`src/rtl/seq_multiplier.sv`:
```
// Shift-and-add multiplier: WIDTH-bit operands, 2*WIDTH-bit product after WIDTH cycles.
// Define SEQ_MULTIPLIER_SIGNED_EN for two's-complement operands and product.
module seq_multiplier #(
  parameter int WIDTH = 4
) (
  input  logic               clk,
  input  logic               rst_n,
  input  logic               start,
  input  logic [WIDTH-1:0]   a,
  input  logic [WIDTH-1:0]   b,
  output logic               busy,
  output logic               done,
  output logic [2*WIDTH-1:0] r
);

  localparam int PW    = 2 * WIDTH;
  localparam int CNT_W = $clog2(WIDTH);

  typedef enum logic {IDLE, RUN} state_t;

  state_t             state, state_nxt;
  logic [CNT_W-1:0]   cnt;
  logic [PW-1:0]      mcand;
  logic [PW-1:0]      acc;
  logic [PW-1:0]      acc_sum;
  logic [PW-1:0]      product;
  logic [WIDTH-1:0]   mplier;
  logic [WIDTH-1:0]   cap_a;
  logic [WIDTH-1:0]   cap_b;
  logic               last;

`ifdef SEQ_MULTIPLIER_SIGNED_EN
  logic neg;

  // Magnitude of the most negative value wraps to 2^(WIDTH-1), which is exact unsigned.
  function automatic logic [WIDTH-1:0] magnitude(input logic signed [WIDTH-1:0] v);
    logic signed [WIDTH-1:0] nv;
    nv = -v;
    return v[WIDTH-1] ? nv : v;
  endfunction

  function automatic logic [PW-1:0] apply_sign(input logic [PW-1:0] p, input logic s);
    logic signed [PW-1:0] ps;
    ps = signed'(p);
    return s ? -ps : ps;
  endfunction

  assign cap_a   = magnitude(a);
  assign cap_b   = magnitude(b);
  assign product = apply_sign(acc_sum, neg);
`else
  assign cap_a   = a;
  assign cap_b   = b;
  assign product = acc_sum;
`endif

  assign last    = (cnt == CNT_W'(WIDTH - 1));
  assign acc_sum = acc + (mplier[0] ? mcand : '0);
  assign busy    = (state == RUN);

  always_ff @(posedge clk or negedge rst_n) begin
    if (!rst_n) state <= IDLE;
    else        state <= state_nxt;
  end

  always_comb begin
    state_nxt = state;
    case (state)
      IDLE:    if (start) state_nxt = RUN;
      RUN:     if (last)  state_nxt = IDLE;
      default: state_nxt = IDLE;
    endcase
  end

  always_ff @(posedge clk or negedge rst_n) begin
    if (!rst_n) begin
      cnt    <= '0;
      mcand  <= '0;
      mplier <= '0;
      acc    <= '0;
      r      <= '0;
      done   <= 1'b0;
`ifdef SEQ_MULTIPLIER_SIGNED_EN
      neg    <= 1'b0;
`endif
    end else begin
      done <= 1'b0;
      if (state == IDLE) begin
        if (start) begin
          mcand  <= {{WIDTH{1'b0}}, cap_a};
          mplier <= cap_b;
          acc    <= '0;
          cnt    <= '0;
`ifdef SEQ_MULTIPLIER_SIGNED_EN
          neg    <= a[WIDTH-1] ^ b[WIDTH-1];
`endif
        end
      end else begin
        acc    <= acc_sum;
        mcand  <= mcand << 1;
        mplier <= mplier >> 1;
        cnt    <= cnt + 1'b1;
        // Final partial product is folded straight into R on the completing edge.
        if (last) begin
          r    <= product;
          done <= 1'b1;
        end
      end
    end
  end

endmodule
```
`config.mk`:
```
export PLATFORM = sky130hd
export DESIGN_NAME = seq_multiplier
export DESIGN_NICKNAME = d
export VERILOG_FILES = /design/src/rtl/seq_multiplier.sv
export SDC_FILE = /design/constraint.sdc
export NUM_CORES = 1
export LEC_CHECK = 0
export CORE_ASPECT_RATIO = 1.75
export CORE_MARGIN = 1.5
export CORE_UTILIZATION = 45
export DETAILED_ROUTE_END_ITERATION = 10
export DONT_BUFFER_PORTS = 1
export GPL_TIMING_DRIVEN = 0
export PLACE_DENSITY = 0.64
export SLEW_MARGIN = 40
export SYNTH_ARGS = -nofsm -noshare
export SYNTH_HDL_FRONTEND = slang
export SYNTH_SLANG_ARGS = --single-unit
```
`constraint.sdc`:
```
create_clock -name clk -period 1.9 [get_ports clk]
set_input_delay 0.285 -clock clk [delete_from_list [all_inputs] [get_ports clk]]
set_output_delay 0.285 -clock clk [all_outputs]
set_load 0.03 [all_outputs]
```
**After elaboration in Yosys (flattened, before gate mapping)**

Cells that the tools add are included.

- Flip-flop bits (word level): 32
- Bits of input ports: 11
- Output and inout bits: 10
- Word-level logic and storage cells: 27

- $add $sub $neg: 2
- Equal/unequal tests: 1
- Multiplexer cells: 14
- Bitwise operators: 1
- Reduce and logical (&&, ||, !) cells: 2

Operator list:

| operator | number |
|---|---|
| 8-bit two-way mux | 5 |
| 8-bit adder | 1 |
| 4-bit two-way mux | 2 |
| 1-bit two-way mux | 4 |
| 2-bit two-way mux | 2 |
| 2-bit by 1-bit adder with 2-bit output, second input constant | 1 |
| 2-bit equality test, second input constant | 1 |
| 1-bit case mux with 2 select lines | 1 |
| 2-bit AND reduction | 1 |
| 2-bit nonzero test | 1 |
| 1-bit inverter | 1 |

**Depth between registers and ports, before layout**

Gate-level depths: netlist of run 1.

- Word-level depth: 3
- Mapped depth: 8
- Mapped depth without buffers: 8

**Worst setup path after synthesis of run 1**

Ideal clock, no wire load.

- Path type: register to register
- From: register mplier[0]
- To: register acc[6]
- Library setup time: 0.069 ns
- Data arrival time: 2.085 ns
- Required time: 1.831 ns
- Setup slack: -0.254 ns
- Stages on the path, launching flop included: 9
- Path buffers: 0
- Period minus slack after synthesis: 2.154 ns
- Cell sequence: dfrtp_1 > and2_1 > ha_1 > fa_1 > a21o_1 > a21o_1 > a21oi_2 > mux2_1 > nand3_1

- Word-level cells in the longest chain between the ends: 3

Ends and longest elaborated chain:

| item | RTL line | RTL |
|---|---|---|
| start, declared | 27 | `logic [WIDTH-1:0] mplier;` |
| start signal, assigned | 91 | `mplier <= cap_b;` |
| start signal, assigned | 101 | `mplier <= mplier >> 1;` |
| 8-bit two-way mux | 58 | `assign acc_sum = acc + (mplier[0] ? mcand : '0);` |
| 8-bit adder | 58 |  |
| 8-bit two-way mux | 88 | `if (state == IDLE) begin` |
| end signal, assigned | 99 | `acc <= acc_sum;` |
| end, declared | 24 | `logic [PW-1:0] acc;` |

No other way between the ends.
A chain may end at the register's enable or synchronous reset.

**Worst setup path after layout of run 1**

Same ends and word-level chain as after synthesis.

==> results.cfg, run 1 <==
[cts]
cts_tree = done
cts.clk_slew.worst_paths_ns = 0.07
cts.sinks = 32
clk_latency_ns = 0.29
root_buffer = clkbuf_8
cts_buffers = 5
clk_path_buf_depth = 2
cts_max_level = 2

[grt]
antenna_found_initial = 0
grt_pass1_wl_um = 6340
grt.total_usage_pct = 20.4
grt_pass1_vias = 1358
grt_max_degree = 33
grt_overflow = 0

[route]
ant_nets = 0
drcViolationCount = 0
dr.first_iter.drc_count = 16
wl_per_cell_um = 16.5
drt_pre_antenna_iters = 4
dr_total_vias = 1198
wl_um = 3600
viasPerCell = 5.50

[yosys]
synth_cells = 155
ys_seq_area_share_pct = 47.7
syn_nets = 175
synthDistinctLibCells = 38
synth-seq-cells = 32
synth.avg_cell_area_um2 = 10.8
mappedNetlistArea_um2 = 1680
synth_top_area_share_pct = 47.7
yosys.area.top_type = dfrtp_1
synthTopCellsByArea = dfrtp_1 (48%), ha_1 (6.0%), mux2i_1 (6.0%)
yosysWarnings = 0

[floorplanning]
die-width_um = 49.2
die_h_um = 83.8
coreArea_um2 = 3590
io_pins = 21
start_util_pct = 46.7
core.rowCount = 29
die_area_um2 = 4120

[power_and_ir_drop]
vdd_drop_max_mv = 0.904
power_density_nw_per_um2 = 1430
p_leak_uw = 0.000954

[finish]
final_common_cell = dfrtp_1
post-route-util_pct = 57.4
syn_to_final_growth_pct = 22.9
diodes = 0
layout_common_cells = dfrtp_1 (31), nand2_1 (21), mux2i_1 (10), o21ai_0 (10), clkbuf_1 (7)
nets = 191
fillers = 318
layout-drive-gt1-share_pct = 26.7

[timing]
fin_hold_ws_ns = 0.164
fmax_ghz = 0.481
finalCriticalPeriod_ns = 2.08
setup_viol = 8
clock_skew_ns = 0.00471
worstMarginPinSlew_ns = 0.656
final-hold-violation-count = 0
slew_viol_final = 0
max_slew_margin_pct = 56.1
rsz0062_at_grt = true
fin_crit_sh_pct = 109
setup_slack_ns = -0.180

[flow_run]
max_cap_viol_count = 0

[worst_setup_path]
reg2regPathDepth = 8
rr_endpoint = acc[6]
path_max_fanout = 3
r2r_slack_ns = -0.18
end_kind = flip-flop
required_ns = 2.12
path_class = flip-flop to flip-flop
arrival_ns = 2.30
worstReg2RegStart = mplier[0]
startpoint_type = flip-flop

[worst_hold_path]
hp-class = input port to flip-flop
whs_path_depth = 2
whs_endpoint = mplier[3]
hold_start = b[3]

[outcome]
violations = setup timing
status = complete, but fails checks

[placed_design]
port_buffers = 0
gp_congestion = 0.890
dp_hpwl_um = 2360
-- metal layers --
metal	global-route usage [%]	wire length, µm
met1	21.7	1420
met2	36.1	1990
met3	5.02	119
met4	10.1	74
met5	0	0
-- kinds of logic after synthesis --
logic type	Yosys count	synth area share (%)
flops	32	47.7
simple gates	42	11.7
compound gates	38	15.9
buf+inv	11	2.53
fa+ha+maj	9	7.15
xor+xnor	6	3.95
mux	17	11.1
-- worst max path at each step --
stage	from	to	slack [ns]	cells after the start
finish	mplier[0]	acc[6]	-0.18	8
global route	mplier[0]	r[4]	-0.24	8
CTS	mplier[0]	acc[6]	-0.23	8
detailed placement	mplier[0]	acc[6]	-0.36	8
global placement	mplier[0]	acc[6]	-0.32	8
floorplan	mplier[0]	acc[6]	-0.15	8
-- stage by stage --
stage               instances  worst slack, ns  area, µm²  TNS [ns]  power (µW)
floorplan                 155           -0.148       1690    -0.322        1980
global placement          201           -0.325       1750     -1.53        2140
detailed placement        201           -0.364       1750     -1.71        2200
CTS                       217           -0.232       2040     -1.19        2950
global route              218           -0.244       2060     -1.49        3160
finish                    218           -0.180       2060    -0.837        2960
-- critical path: stages, from the launching register on --
cell and delay [ns]:
dfrtp_2 0.43, and2_4 0.15, ha_4 0.15, fa_2 0.33
a21o_1 0.17, a21o_1 0.20, a21oi_4 0.18, mux2_4 0.33
nand3_2 0.07
-- area by class of cell --
cell class              count  area [µm²]  area share [%]
multi-input cells         112         977            47.4
well taps                  46        57.6            2.79
inverters                   5        18.8           0.910
clock buffers               8        90.1            4.37
flip-flops and latches     32         802            38.9
repair buffers              9        93.8            4.55
plain buffers               6        23.8            1.15
-- what timing repair did --
action                                  in CTS  in global routing
pin swaps                                   13                  6
gates resized for setup                     21                  3
endpoints found under the setup margin       8                  8
buffers inserted                             6                  1
hold buffers                                 2                  0
endpoints found under the hold margin       32                  0
-- sequential cells by signal, indices dropped and copies added, names as in the netlist --
name	cells
mplier	4
acc	8
busy	1
done	1
cnt	2
mcand	8
r	8
-- Yosys cell counts (all sizes together) --
| master | count |
|---|---|
| a22o | 6 |
| nor3b | 1 |
| and2 | 7 |
| inv | 5 |
| nor3 | 1 |
| or3 | 1 |
| a32oi | 1 |
| ha | 8 |
| mux2 | 7 |
| clkbuf | 5 |
| o211ai | 1 |
| nand2 | 22 |
| xor2 | 2 |
| nor2b | 2 |
| a31o | 1 |
| fa | 1 |
| a21o | 3 |
| a21oi | 5 |
| buf | 1 |
| a211oi | 2 |
| nand3 | 2 |
| xnor3 | 1 |
| nand3b | 1 |
| a221oi | 1 |
| xnor2 | 3 |
| nor2 | 5 |
| o21ai | 16 |
| mux2i | 10 |
| o21bai | 1 |
| a311oi | 1 |
| dfrtp | 32 |
-- where the power goes --
part | total (µW) | switching (µW) | internal (µW)
clock network | 545 | 249 | 295
logic | 1130 | 583 | 548
registers | 1280 | 351 | 932
Power figures use the tool's default switching activity.
==> run 2: changes to the inputs <==
ABC_AREA = 1   (was default)
==> run 2 against run 1 <==
  * The flow now finishes without violations
  * Highest routed layer unchanged
  * Critical path depth grew 2
  * Utilization shrank 3.5 points
  * Combinational power shrank 28%
  * Maximum frequency grew 16%
  * Count of clock-buffer cells in the layout shrank 3
  * Wire length shrank 7.1%
==> results.cfg, run 2 <==
[route]
viasPerCell = 5.15
wl_um = 3350
dr.first_iter.drc_count = 38
dr_total_vias = 1304
ant_nets = 0
drt_pre_antenna_iters = 4
drcViolationCount = 0
wl_per_cell_um = 13.2

[cts]
cts_tree = done
cts_max_level = 2
root_buffer = clkbuf_8
cts.sinks = 32
clk_path_buf_depth = 2
cts.clk_slew.worst_paths_ns = 0.07
clk_latency_ns = 0.28
cts_buffers = 5

[yosys]
synth_cells = 198
yosysWarnings = 0
async_flop_share_pct = 100
yosys.area.top_type = dfrtp_1
synth-seq-cells = 32
synth.avg_cell_area_um2 = 8.20
syn_nets = 218
synthTopCellsByArea = dfrtp_1 (49%), nand2_1 (15%), nand3_1 (8.9%)
yosys_most_used_dff = dfrtp_1
synth_commonest_cells = nand2_1 (66), dfrtp_1 (32), nand3_1 (29)
synth.most_common_cell = nand2_1
mappedNetlistArea_um2 = 1620
ys_seq_area_share_pct = 49.3
synth_top_area_share_pct = 49.3
synth_edf_count = 0
synthDistinctLibCells = 23

[power_and_ir_drop]
p_total_uw = 2720
internal_power_uw = 1620
p_clk_share_pct = 23.7
switching_share_pct = 40.4
power_density_nw_per_um2 = 1480
power_frac_seq_pct = 46.3
vdd_drop_max_mv = 0.864
power.switching_uw = 1100
pwr-share-comb_pct = 30.0
p_leak_uw = 0.00102

[timing]
max_slew_margin_pct = 67.6
fin_crit_sh_pct = 94.2
worstMarginPinSlew_ns = 0.486
setup_slack_ns = 0.111
rsz0062_at_grt = false
clock_skew_ns = 0.00670
fin_hold_ws_ns = 0.140
finalSetupTns_ns = 0
finalCriticalPeriod_ns = 1.79
fmax_ghz = 0.559
final-hold-violation-count = 0
setup_viol = 0
slew_viol_final = 0

[outcome]
status = complete, no violations

[finish]
largestRegisters = acc x8, mcand x8, r x8
post-route-util_pct = 54.0
nets = 227
diodes = 0
fillers = 339
layout-drive-gt1-share_pct = 10.6
final_common_cell = nand2_1
syn_to_final_growth_pct = 13.0
layout_common_cells = nand2_1 (66), dfrtp_1 (31), inv_1 (27), nand3_1 (27), ha_1 (8)

[worst_setup_path]
arrival_ns = 1.96
worst-path-buf-inv = 2
rr_endpoint = acc[6]
cp_num_cells = 10
crit_top_cell = nand2_1
r2r_slack_ns = 0.11
path_delay_family = simple AND/OR/NAND/NOR gates
reg2regPathDepth = 10
slowest_stage = dfrtp_2
path_class = flip-flop to flip-flop
startpoint_type = flip-flop
end_kind = flip-flop
cpPeakStageDelay_ns = 0.45
startpoint = mplier[0]
worstReg2RegStart = mplier[0]
required_ns = 2.07
path_max_fanout = 6
path_cells = clkbuf_2, nand2_1, inv_1, fa_2, nand2_1, nand3_2, nand3_2, nand3_1, nand3_1, nand2_1
endpoint = acc[6]

[flow_run]
max_cap_viol_count = 0

[floorplanning]
start_util_pct = 47.8
core.rowCount = 28
die_area_um2 = 3990
coreArea_um2 = 3400
die_h_um = 82.4
die-width_um = 48.4
io_pins = 21

[worst_hold_path]
hp-class = input port to flip-flop

[grt]
grt_max_degree = 33
grt.total_usage_pct = 19.2
grt_pass1_wl_um = 5800
antenna_found_initial = 0
grt_pass1_vias = 1319
grt_overflow = 0

[placed_design]
port_buffers = 0
gp_congestion = 0.892
place_ws_ns = -0.0225
dp_hpwl_um = 2390
==> run 2: cell count changes after synthesis, sizes merged, moves of 3 or more <==
cell / delta
a22o: -5
nand3: +27
nand2: +44
mux2i: -10
clkbuf: -5
a21oi: -3
o21ai: -6
and2: -7
buf: +5
inv: +24
mux2: -7
==> run 2: cell type report <==
type / count / area (µm²) / area share [%]
buffer: 5 / 27.5 / 1.50
clock buffer: 5 / 68.8 / 3.75
clock inverter: 3 / 42.5 / 2.32
inverter: 29 / 109 / 5.93
multi-input combinational: 131 / 693 / 37.8
sequential: 32 / 802 / 43.7
tap: 45 / 56.3 / 3.07
timing repair buffer: 3 / 35.0 / 1.91
==> run 2: layer usage <==
metal | up-vias | GRT usage (%) | wire length (µm)
li1 | 649 | - | -
met1 | 613 | 19.4 | 1330
met2 | 31 | 35.8 | 1780
met3 | 11 | 4.14 | 129
met4 | 0 | 12.3 | 103
met5 | - | 0 | 0
==> run 2: worst min path at each step <==
stage / slack (ns) / startpoint / cells past startpoint / end
6_report: 0.14 / b[3] / 2 / mplier[3]
5_1_grt: 0.14 / b[3] / 2 / mplier[3]
4_1_cts: 0.13 / b[3] / 2 / mplier[3]
3_5_place_dp: -0.01 / rst_n / 0 / r[0]
3_3_place_gp: -0.01 / rst_n / 0 / done
2_1_floorplan: -0.01 / rst_n / 0 / acc[0]
==> run 2: metrics by stage <==
step	instances	cell area (µm²)
after detailed placement	243	1680
after global placement	243	1680
final	253	1830
after floorplan	198	1620
after global routing	253	1830
after CTS	253	1830
==> run 2: cell families (layout without fill, tap and decap cells) <==
kind of cell	after synthesis	count (layout)	synth area share [%]
flip-flops	32	32	49.3
buffers and inverters	35	45	8.71
AO/OA/AOI/OAI	19	19	7.02
XOR/XNOR	2	2	1.08
AND/OR/NAND/NOR	101	101	26.4
adder cells (fa/ha/maj)	9	9	7.40
==> run 2: timing repair <==
item                                   4_1_cts  5_1_grt
setup endpoints to repair                    2        4
endpoints found under the hold margin       32        0
hold buffers                                 2        0
pin swaps                                    0        0
buffers inserted                             0        1
gates resized for setup                      2        2
==> run 2: worst reg2reg max path, delay by kind of cell (launching register included) <==
| kind | cells | cell delay, ns |
|---|---|---|
| adder cells (fa/ha/maj) | 1 | 0.37 |
| buffers and inverters | 2 | 0.23 |
| AND/OR/NAND/NOR | 7 | 0.62 |
| flip-flops | 1 | 0.45 |
==> run 2: power by group through the flow <==
stage               Clock [µW]  Sequential [µW]  Combinational (µW)
global route               693             1300                 936
CTS                        660             1240                 837
detailed placement           0             1250                 805
finish                     645             1260                 816
global placement             0             1240                 770
floorplan                    0             1210                 633
